[config.mk]
export PLATFORM = sky130hd
export DESIGN_NAME = jt89_wrbuf
export DESIGN_NICKNAME = d
export VERILOG_FILES = /design/src/rtl/jt89_wrbuf.sv
export SDC_FILE = /design/constraint.sdc
export NUM_CORES = 1
export LEC_CHECK = 0
export CORE_MARGIN = 1.5
export CORE_UTILIZATION = 50
export CTS_CLUSTER_DIAMETER = 40
export CTS_CLUSTER_SIZE = 16
export DETAILED_ROUTE_END_ITERATION = 8
export PLACE_DENSITY = 0.74
export SKIP_CTS_REPAIR_TIMING = 1
export SYNTH_ARGS = -nofsm -noshare
export SYNTH_HDL_FRONTEND = slang
export SYNTH_SLANG_ARGS = --single-unit
[constraint.sdc]
create_clock -name clk -period 2.6 [get_ports clk]
set_input_delay 0.39 -clock clk [delete_from_list [all_inputs] [get_ports clk]]
set_output_delay 0.39 -clock clk [all_outputs]
set_load 0.05 [all_outputs]
[src/rtl/jt89_wrbuf.sv]
// ----------------------------------------------------------------------------
// jt89_wrbuf
// ----------------------------------------------------------------------------
// Write buffer and pacer in front of the jt89 PSG core. Single-cycle CPU write
// strobes are queued in a small FIFO. Each queued byte is replayed to the PSG
// as one clean low pulse on psg_wr_n, with psg_din held stable for the whole
// pulse and the gap after it. This guarantees that the PSG's falling-edge
// detector sees every write exactly once.
//
// Parameters:
//   AW    FIFO address width; the FIFO holds 2**AW bytes
//   HOLD  psg_wr_n low time, counted in clk_en ticks (>= 1)
//   GAP   psg_wr_n high time after each write, in clk_en ticks (>= 1)
//
// Ports:
//   clk        system clock
//   rst        synchronous reset, active-high
//   clk_en     PSG clock enable; the HOLD/GAP timers only advance on it
//   cpu_we     write strobe, one byte per high clk cycle
//   cpu_din    CPU data byte
//   flush      discard every queued byte
//   ovf_clr    clear the sticky overflow flag (and the drop counter)
//   cpu_ready  high while the FIFO is not full
//   busy       high while bytes are queued or a write is in progress
//   level      FIFO occupancy, 0 .. 2**AW
//   ovf        sticky flag: a write was dropped because the FIFO was full
//   psg_wr_n   write strobe to jt89 (registered)
//   psg_din    data byte to jt89 (registered)
//   drop_cnt   count of dropped writes, saturating at 0xFF
//
// Build option:
//   JT89_WRBUF_DROPCNT_EN  when defined, drop_cnt is a live saturating
//                          counter. When undefined, drop_cnt is tied to 0x00
//                          and no counter logic exists.
// ----------------------------------------------------------------------------
module jt89_wrbuf #(
    parameter int AW   = 3,
    parameter int HOLD = 4,
    parameter int GAP  = 2
) (
    input  logic          clk,
    input  logic          rst,
    input  logic          clk_en,
    input  logic          cpu_we,
    input  logic [7:0]    cpu_din,
    input  logic          flush,
    input  logic          ovf_clr,
    output logic          cpu_ready,
    output logic          busy,
    output logic [AW:0]   level,
    output logic          ovf,
    output logic          psg_wr_n,
    output logic [7:0]    psg_din,
    output logic [7:0]    drop_cnt
);

    localparam int DEPTH = 1 << AW;
    localparam logic [AW:0] FULL_LVL = (AW + 1)'(DEPTH);
    localparam logic [AW:0] LVL_ONE  = (AW + 1)'(1);

    // The timer is reloaded with HOLD and then with GAP, so it must fit the
    // larger of the two.
    localparam int TMAX = (HOLD > GAP) ? HOLD : GAP;
    localparam int TW   = $clog2(TMAX + 1);
    localparam logic [TW-1:0] HOLD_T = TW'(HOLD);
    localparam logic [TW-1:0] GAP_T  = TW'(GAP);
    localparam logic [TW-1:0] ONE_T  = TW'(1);

    localparam logic [1:0] ST_IDLE    = 2'd0;
    localparam logic [1:0] ST_ASSERT  = 2'd1;
    localparam logic [1:0] ST_RELEASE = 2'd2;

    logic [7:0]    mem_q [DEPTH];
    logic [AW-1:0] wptr_q, wptr_d;
    logic [AW-1:0] rptr_q, rptr_d;
    logic [AW:0]   level_q, level_d;
    logic [1:0]    state_q, state_d;
    logic [TW-1:0] timer_q, timer_d;
    logic          wr_n_q, wr_n_d;
    logic [7:0]    din_q, din_d;
    logic          ovf_q, ovf_d;

    logic full;
    logic empty;
    logic do_push;
    logic do_pop;
    logic do_drop;

    // FIFO bookkeeping. Fullness is judged on the level before the edge, so
    // a pop in the same cycle never makes room for a push. A flush wins over
    // everything: the pending push is discarded without counting as a drop,
    // and no new write is started from the queue being thrown away.
    always_comb begin
        full    = (level_q == FULL_LVL);
        empty   = (level_q == '0);
        do_pop  = (state_q == ST_IDLE) && !empty && !flush;
        do_push = cpu_we && !full && !flush;
        do_drop = cpu_we &&  full && !flush;

        wptr_d  = wptr_q + AW'(do_push);
        rptr_d  = flush ? wptr_q : (rptr_q + AW'(do_pop));

        level_d = level_q;
        if (flush) begin
            level_d = '0;
        end else if (do_push && !do_pop) begin
            level_d = level_q + LVL_ONE;
        end else if (do_pop && !do_push) begin
            level_d = level_q - LVL_ONE;
        end

        // A drop sets the flag even when a clear arrives on the same edge.
        ovf_d = ovf_q;
        if (do_drop) begin
            ovf_d = 1'b1;
        end else if (ovf_clr) begin
            ovf_d = 1'b0;
        end
    end

    // Write pacer. IDLE starts a write on any clk edge when data is queued.
    // ASSERT and RELEASE only count on clk_en, which keeps the pulse width
    // tied to the PSG's own clock. A flush does not touch the pacer, so a
    // write that has already started always runs to completion.
    always_comb begin
        state_d = state_q;
        timer_d = timer_q;
        wr_n_d  = wr_n_q;
        din_d   = din_q;
        case (state_q)
            ST_IDLE: begin
                wr_n_d = 1'b1;
                if (do_pop) begin
                    din_d   = mem_q[rptr_q];
                    timer_d = HOLD_T;
                    wr_n_d  = 1'b0;
                    state_d = ST_ASSERT;
                end
            end
            ST_ASSERT: begin
                if (clk_en) begin
                    if (timer_q == ONE_T) begin
                        wr_n_d  = 1'b1;
                        timer_d = GAP_T;
                        state_d = ST_RELEASE;
                    end else begin
                        timer_d = timer_q - ONE_T;
                    end
                end
            end
            ST_RELEASE: begin
                if (clk_en) begin
                    if (timer_q == ONE_T) begin
                        state_d = ST_IDLE;
                    end else begin
                        timer_d = timer_q - ONE_T;
                    end
                end
            end
            default: begin
                wr_n_d  = 1'b1;
                state_d = ST_IDLE;
            end
        endcase
    end

    // Control and datapath registers.
    always_ff @(posedge clk) begin
        if (rst) begin
            wptr_q  <= '0;
            rptr_q  <= '0;
            level_q <= '0;
            state_q <= ST_IDLE;
            timer_q <= '0;
            wr_n_q  <= 1'b1;
            din_q   <= 8'h00;
            ovf_q   <= 1'b0;
        end else begin
            wptr_q  <= wptr_d;
            rptr_q  <= rptr_d;
            level_q <= level_d;
            state_q <= state_d;
            timer_q <= timer_d;
            wr_n_q  <= wr_n_d;
            din_q   <= din_d;
            ovf_q   <= ovf_d;
        end
    end

    // FIFO storage. It has no reset: the pointers define which entries are
    // valid.
    always_ff @(posedge clk) begin
        if (do_push) begin
            mem_q[wptr_q] <= cpu_din;
        end
    end

`ifdef JT89_WRBUF_DROPCNT_EN
    logic [7:0] drop_cnt_q, drop_cnt_d;

    // Saturating drop counter. An increment on the same edge as a clear
    // restarts the count at 1.
    always_comb begin
        drop_cnt_d = drop_cnt_q;
        if (do_drop) begin
            if (ovf_clr) begin
                drop_cnt_d = 8'h01;
            end else if (drop_cnt_q != 8'hFF) begin
                drop_cnt_d = drop_cnt_q + 8'h01;
            end
        end else if (ovf_clr) begin
            drop_cnt_d = 8'h00;
        end
    end

    always_ff @(posedge clk) begin
        if (rst) begin
            drop_cnt_q <= 8'h00;
        end else begin
            drop_cnt_q <= drop_cnt_d;
        end
    end

    assign drop_cnt = drop_cnt_q;
`else
    assign drop_cnt = 8'h00;
`endif

    assign cpu_ready = (level_q != FULL_LVL);
    assign busy      = (level_q != '0) || (state_q != ST_IDLE);
    assign level     = level_q;
    assign ovf       = ovf_q;
    assign psg_wr_n  = wr_n_q;
    assign psg_din   = din_q;

endmodule

# Yosys cells after proc, flatten, opt, wreduce, memory -nomap -nowiden
# Memory sizes are Yosys's and may differ from the RTL's. A register that Yosys moved wholly into a read port is not among the register bits.
# Index checks and enable logic that the tools add are counted.
[word_totals]
latch_bits = 0
romBits = 0
word_cells = 74
memories = 1
mem_bits_rw = 64
out_inout_bits = 24
reg_bits = 17
[mem_list]
columns = ["memory", "words", "width", "rd", "rd_clocked_by_memory_dff", "write_ports", "line", "source"]
rows = [
  ["mem_q", 8, 8, 1, 1, 1, "73", "logic [7:0] mem_q [DEPTH];"],
]
[op_classes]
mux = 23
multipliers = 0
n_shift = 0
n_addsub = 5
n_eq_ne = 11
n_div = 0
n_lt_le_gt_ge = 0
n_reduce_logical = 26
bitwise = 1
[ops]
columns = ["cell", "count"]
rows = [
  ["$mux W3", 6],
  ["$ne A2 B2 Y1 const B", 6],
  ["$mux W2", 5],
  ["$reduce_and A5 Y1", 2],
  ["$pmux W3 S3", 1],
  ["$logic_and A1 B1 Y1", 8],
  ["$mux W4", 2],
  ["$mux W1", 7],
  ["$add A3 B1 Y3", 2],
  ["$pmux W2 S3", 1],
  ["$reduce_bool A2 Y1", 3],
  ["$logic_not A1 Y1", 5],
  ["$add A4 B1 Y4 const B", 1],
  ["$eq A4 B4 Y1 const B", 1],
  ["$logic_not A4 Y1", 1],
  ["$ne A4 B4 Y1 const B", 1],
  ["$reduce_bool A4 Y1", 1],
  ["$sub A4 B1 Y4 const B", 1],
  ["$eq A3 B1 Y1 const B", 1],
  ["$pmux W1 S3", 1],
  ["$reduce_and A3 Y1", 1],
  ["$reduce_bool A3 Y1", 1],
  ["$sub A3 B1 Y3 const B", 1],
  ["$eq A2 B1 Y1 const B", 1],
  ["other kinds (6)", 6],
]

# Longest topological paths before layout
[depth]
depth_word = 8
depth_mapped = 13

# Worst setup path after synthesis
# No wires, ideal clock.
[synth_timing]
path_type = "register to register"
from = "register level_q[0], in the netlist level[0]"
to = "register level_q[3], in the netlist level[3]"
n_path_buf = 2
required_ps = 2528
setup_time_ps = 72
path_slack_ps = -325
stages_incl_launch_ff = 13
arrival_time_ps = 2854
cell_sequence = "dfxtp_1 or4_4 and3_4 buf_6 buf_6 inv_1 ha_1 inv_1 ha_1 a21o_1 a21oi_1 mux2i_1 mux2i_1"
[synth_between]
elab_chain_cells = 7
[synth_rtl]
columns = ["element", "line", "source"]
rows = [
  ["from (decl)", "76", "logic [AW:0] level_q, level_d;"],
  ["from (signal assigned)", "181", "level_q <= level_d;"],
  ["branches (longest 7 deep; another with $sub A4 B1 Y4)", "-", ""],
]
# Several ways; the timed one is not identified. The select of a mux whose other input is x is not followed.
# A chain may end at the register's enable or synchronous reset.

# Final worst setup path
[layout_timing]
from = "register level_q[0], in the netlist level[0]"
to = "output cpu_ready"
[layout_between]
elab_chain_cells = 1
[layout_rtl]
columns = ["element", "line", "source"]
rows = [
  ["$ne A4 B4 Y1", "229", "assign cpu_ready = (level_q != FULL_LVL);"],
  ["to (decl)", "48", "output logic cpu_ready,"],
]
# No other way between the ends.

==> impl_metrics.json <==
{
  "tightest_slew_ns": 0.620,
  "timing_worst_setup_path_type": "register to output pin",
  "setup.worst_path.start_class": "register",
  "leading_post_synthesis_cells_by_cell_area": "edfxtp_1 (50%), dfxtp_1 (13%), mux4_2 (9.3%), ha_1 (4.2%), mux2i_1 (3.6%)",
  "yosysWarnings": 0,
  "port_buffers": 29,
  "whs_path_depth": 2,
  "cts_sinks": 89,
  "synthesis_to_layout_area_growth_pct": 17.0,
  "cts_tree": "done",
  "layout.cells.most_common": "edfxtp_1",
  "netlist_instances": 259,
  "finalClockSkew_ns": 0.0116,
  "final_core_utilization": 0.613,
  "clock_latency_ns": 0.37,
  "die_h_um": 90.9,
  "global_route.overflow_total": 0,
  "critical_path.max_fanout": 7,
  "setup_repair_after_global_routing_missed_its_margin": "false",
  "timing.hold.worst.class": "register to register",
  "most_used_cells_in_the_layout_excluding_fill_and_tap_cells": "edfxtp_1 (64), clkdlybuf4s50_1 (29), nor2_1 (22)",
  "ir_drop_uv": 353,
  "gp_congestion": 0.790,
  "grt.total_usage": 0.181,
  "synth-seq-cells": 89,
  "cts-htree-levels": 3,
  "num-nets-final": 330,
  "grt_max_degree": 19,
  "global_route_wire_length_before_repair_um": 11000,
  "yosysSeqAreaShare": 0.628,
  "power.static_leakage_nw": 1.54,
  "numCtsBuffers": 9,
  "power.density_cell_area_nw_per_um2": 766,
  "post-synth-top-area-cell": "edfxtp_1",
  "initial_utilization": 0.524,
  "critical_path.reg2reg.startpoint": "level[0]$_SDFFE_PP0P_",
  "min_delay_endpoint": "timer_q[1]$_SDFFE_PP0P_",
  "worst_ep_arrival_time_ns": 2.08,
  "fin_tns_setup_ns": 0,
  "synth_top_area_share": 0.498,
  "crit_path_end_kind": "output pin",
  "r2r_cells": 9,
  "final.period_utilization": 0.952,
  "cts_buffer_depth": 2,
  "min_delay_startpoint": "timer_q[1]$_SDFFE_PP0P_",
  "layout.cells.non_filler": 406,
  "floorplan.rows": 31,
  "max_slew_headroom": 0.586,
  "setup_violations": 0,
  "place.detailed.hpwl_um": 4570,
  "worstPathRequired_ns": 2.21,
  "drive_gt1_frac": 0.212,
  "routed_via_density": 5.37,
  "die-width_um": 90.9,
  "routed_wire_length_per_instance_um": 16.5,
  "clockRootBuffer": "clkbuf_8",
  "dp.cells": 390,
  "synth.cell_area_um2": 3860,
  "grt_pass1_vias": 2218,
  "timing.critical_path.from": "level[0]$_SDFFE_PP0P_",
  "max_cap_viol_count": 0,
  "postSynth.topFlopCell": "edfxtp_1",
  "timing.final.crit_period_ns": 2.47,
  "drtIter0Drc": 180,
  "async_reset_ff_frac": 0,
  "total_number_of_vias": 2180,
  "synth-edff-count": 64,
  "synthesis.area_per_instance_um2": 14.9,
  "rr_endpoint": "level[3]$_SDFFE_PP0P_",
  "fmax_mhz": 404,
  "n_antenna_cell": 0,
  "route.detailed.drc": 0,
  "number_of_antenna_violations_at_the_first_check_in_global_routing": 0,
  "cts.reportedPaths.clkPinSlew_ns": 0.09,
  "drt_pass1_iterations": 4,
  "synth.lib_cells_used.distinct": 43,
  "run_status": "finished, final reports clean",
  "final-max-slew-violation-count": 0,
  "drt_wl_total_um": 6710,
  "finalHoldViolCount": 0,
  "timing.reg2reg.setup_slack_ns": 0.20,
  "design.core.area_um2": 7370,
  "dieArea_um2": 8260,
  "ant_nets": 0,
  "io_pins": 38
}
## worst max-delay path by stage
stage	end	slack, ns	cells past startpoint
after detailed placement	level[3]$_SDFFE_PP0P_	0.005	9
after floorplan	level[3]$_SDFFE_PP0P_	0.005	12
after global placement	level[3]$_SDFFE_PP0P_	0.08	9
final	cpu_ready	0.13	3
after CTS	cpu_ready	0.13	3
after global routing	cpu_ready	0.05	3
## sequential cells by signal (all words and copies together), names as in the netlist
register / count
level: 4
ovf: 1
mem_q: 64
timer_q: 3
psg_din: 8
state_q: 2
rptr_q: 3
psg_wr_n: 1
wptr_q: 3
## layout make-up
type,instances,area (um^2)
fill,534,2860
sequential,89,2430
multi-input combinational,146,1310
timing repair buffer,44,403
clock buffer,9,124
tap,99,124
clock inverter,7,71.3
inverter,12,47.5
## routing by layer
metal | vias to the layer above | global-route usage | share of wire
met2 | 62 | 0.289 | 0.48
li1 | 1045 | - | -
met1 | 1063 | 0.242 | 0.46
met5 | - | 0 | 0
met4 | 0 | 0.0677 | 0.015
met3 | 10 | 0.0438 | 0.045
## power by group
part	leakage [nW]	total [W]	switching, W	internal [W]
registers	0.784	0.00165	0.0000519	0.00159
logic	0.662	0.000906	0.000545	0.000362
clock network	0.0931	0.000907	0.000533	0.000375
total	1.54	0.00346	0.00113	0.00233
## worst max-delay path, stage by stage (launching register included)
cell	delay [ns]
dfxtp_4	0.38
nor4b_1	0.54
inv_1	0.09
clkdlybuf4s50_1	0.71
## synth_stat cells (2+ instances only)
cell and number:
clkbuf_1 4, dfxtp_1 25, inv_1 12, edfxtp_1 64
nor2b_1 6, buf_2 2, nand2b_1 4, xnor2_1 2
mux2i_1 14, nand2_1 8, nand4_1 2, buf_4 9
ha_1 13, a21o_1 2, nor3_1 5, mux4_2 16
buf_6 2, o21ai_0 6, a21oi_1 9, xor2_1 2
a211oi_2 8, nor2_1 22, buf_1 2
## per-stage QoR
| step | hold WS, ns | total power [W] | instance area [um^2] | worst slack [ns] |
|---|---|---|---|---|
| after floorplan | 0.450 | 0.00236 | 3920 | 0.00544 |
| after global placement | 0.466 | 0.00257 | 4320 | 0.0760 |
| after detailed placement | 0.475 | 0.00258 | 4320 | 0.00529 |
| after CTS | 0.488 | 0.00349 | 4510 | 0.127 |
| after global routing | 0.528 | 0.00363 | 4510 | 0.0473 |
| final | 0.482 | 0.00346 | 4510 | 0.125 |
## cell families after synthesis
family,synth area share
adder cells (fa/ha/maj),0.0473
flip-flops,0.628
buffers and inverters,0.0434
XOR/XNOR,0.00908
AO/OA/AOI/OAI,0.0703
AND/OR/NAND/NOR,0.0716
multiplexers,0.130
other,0.000972
(Power assumes the default switching activity.)
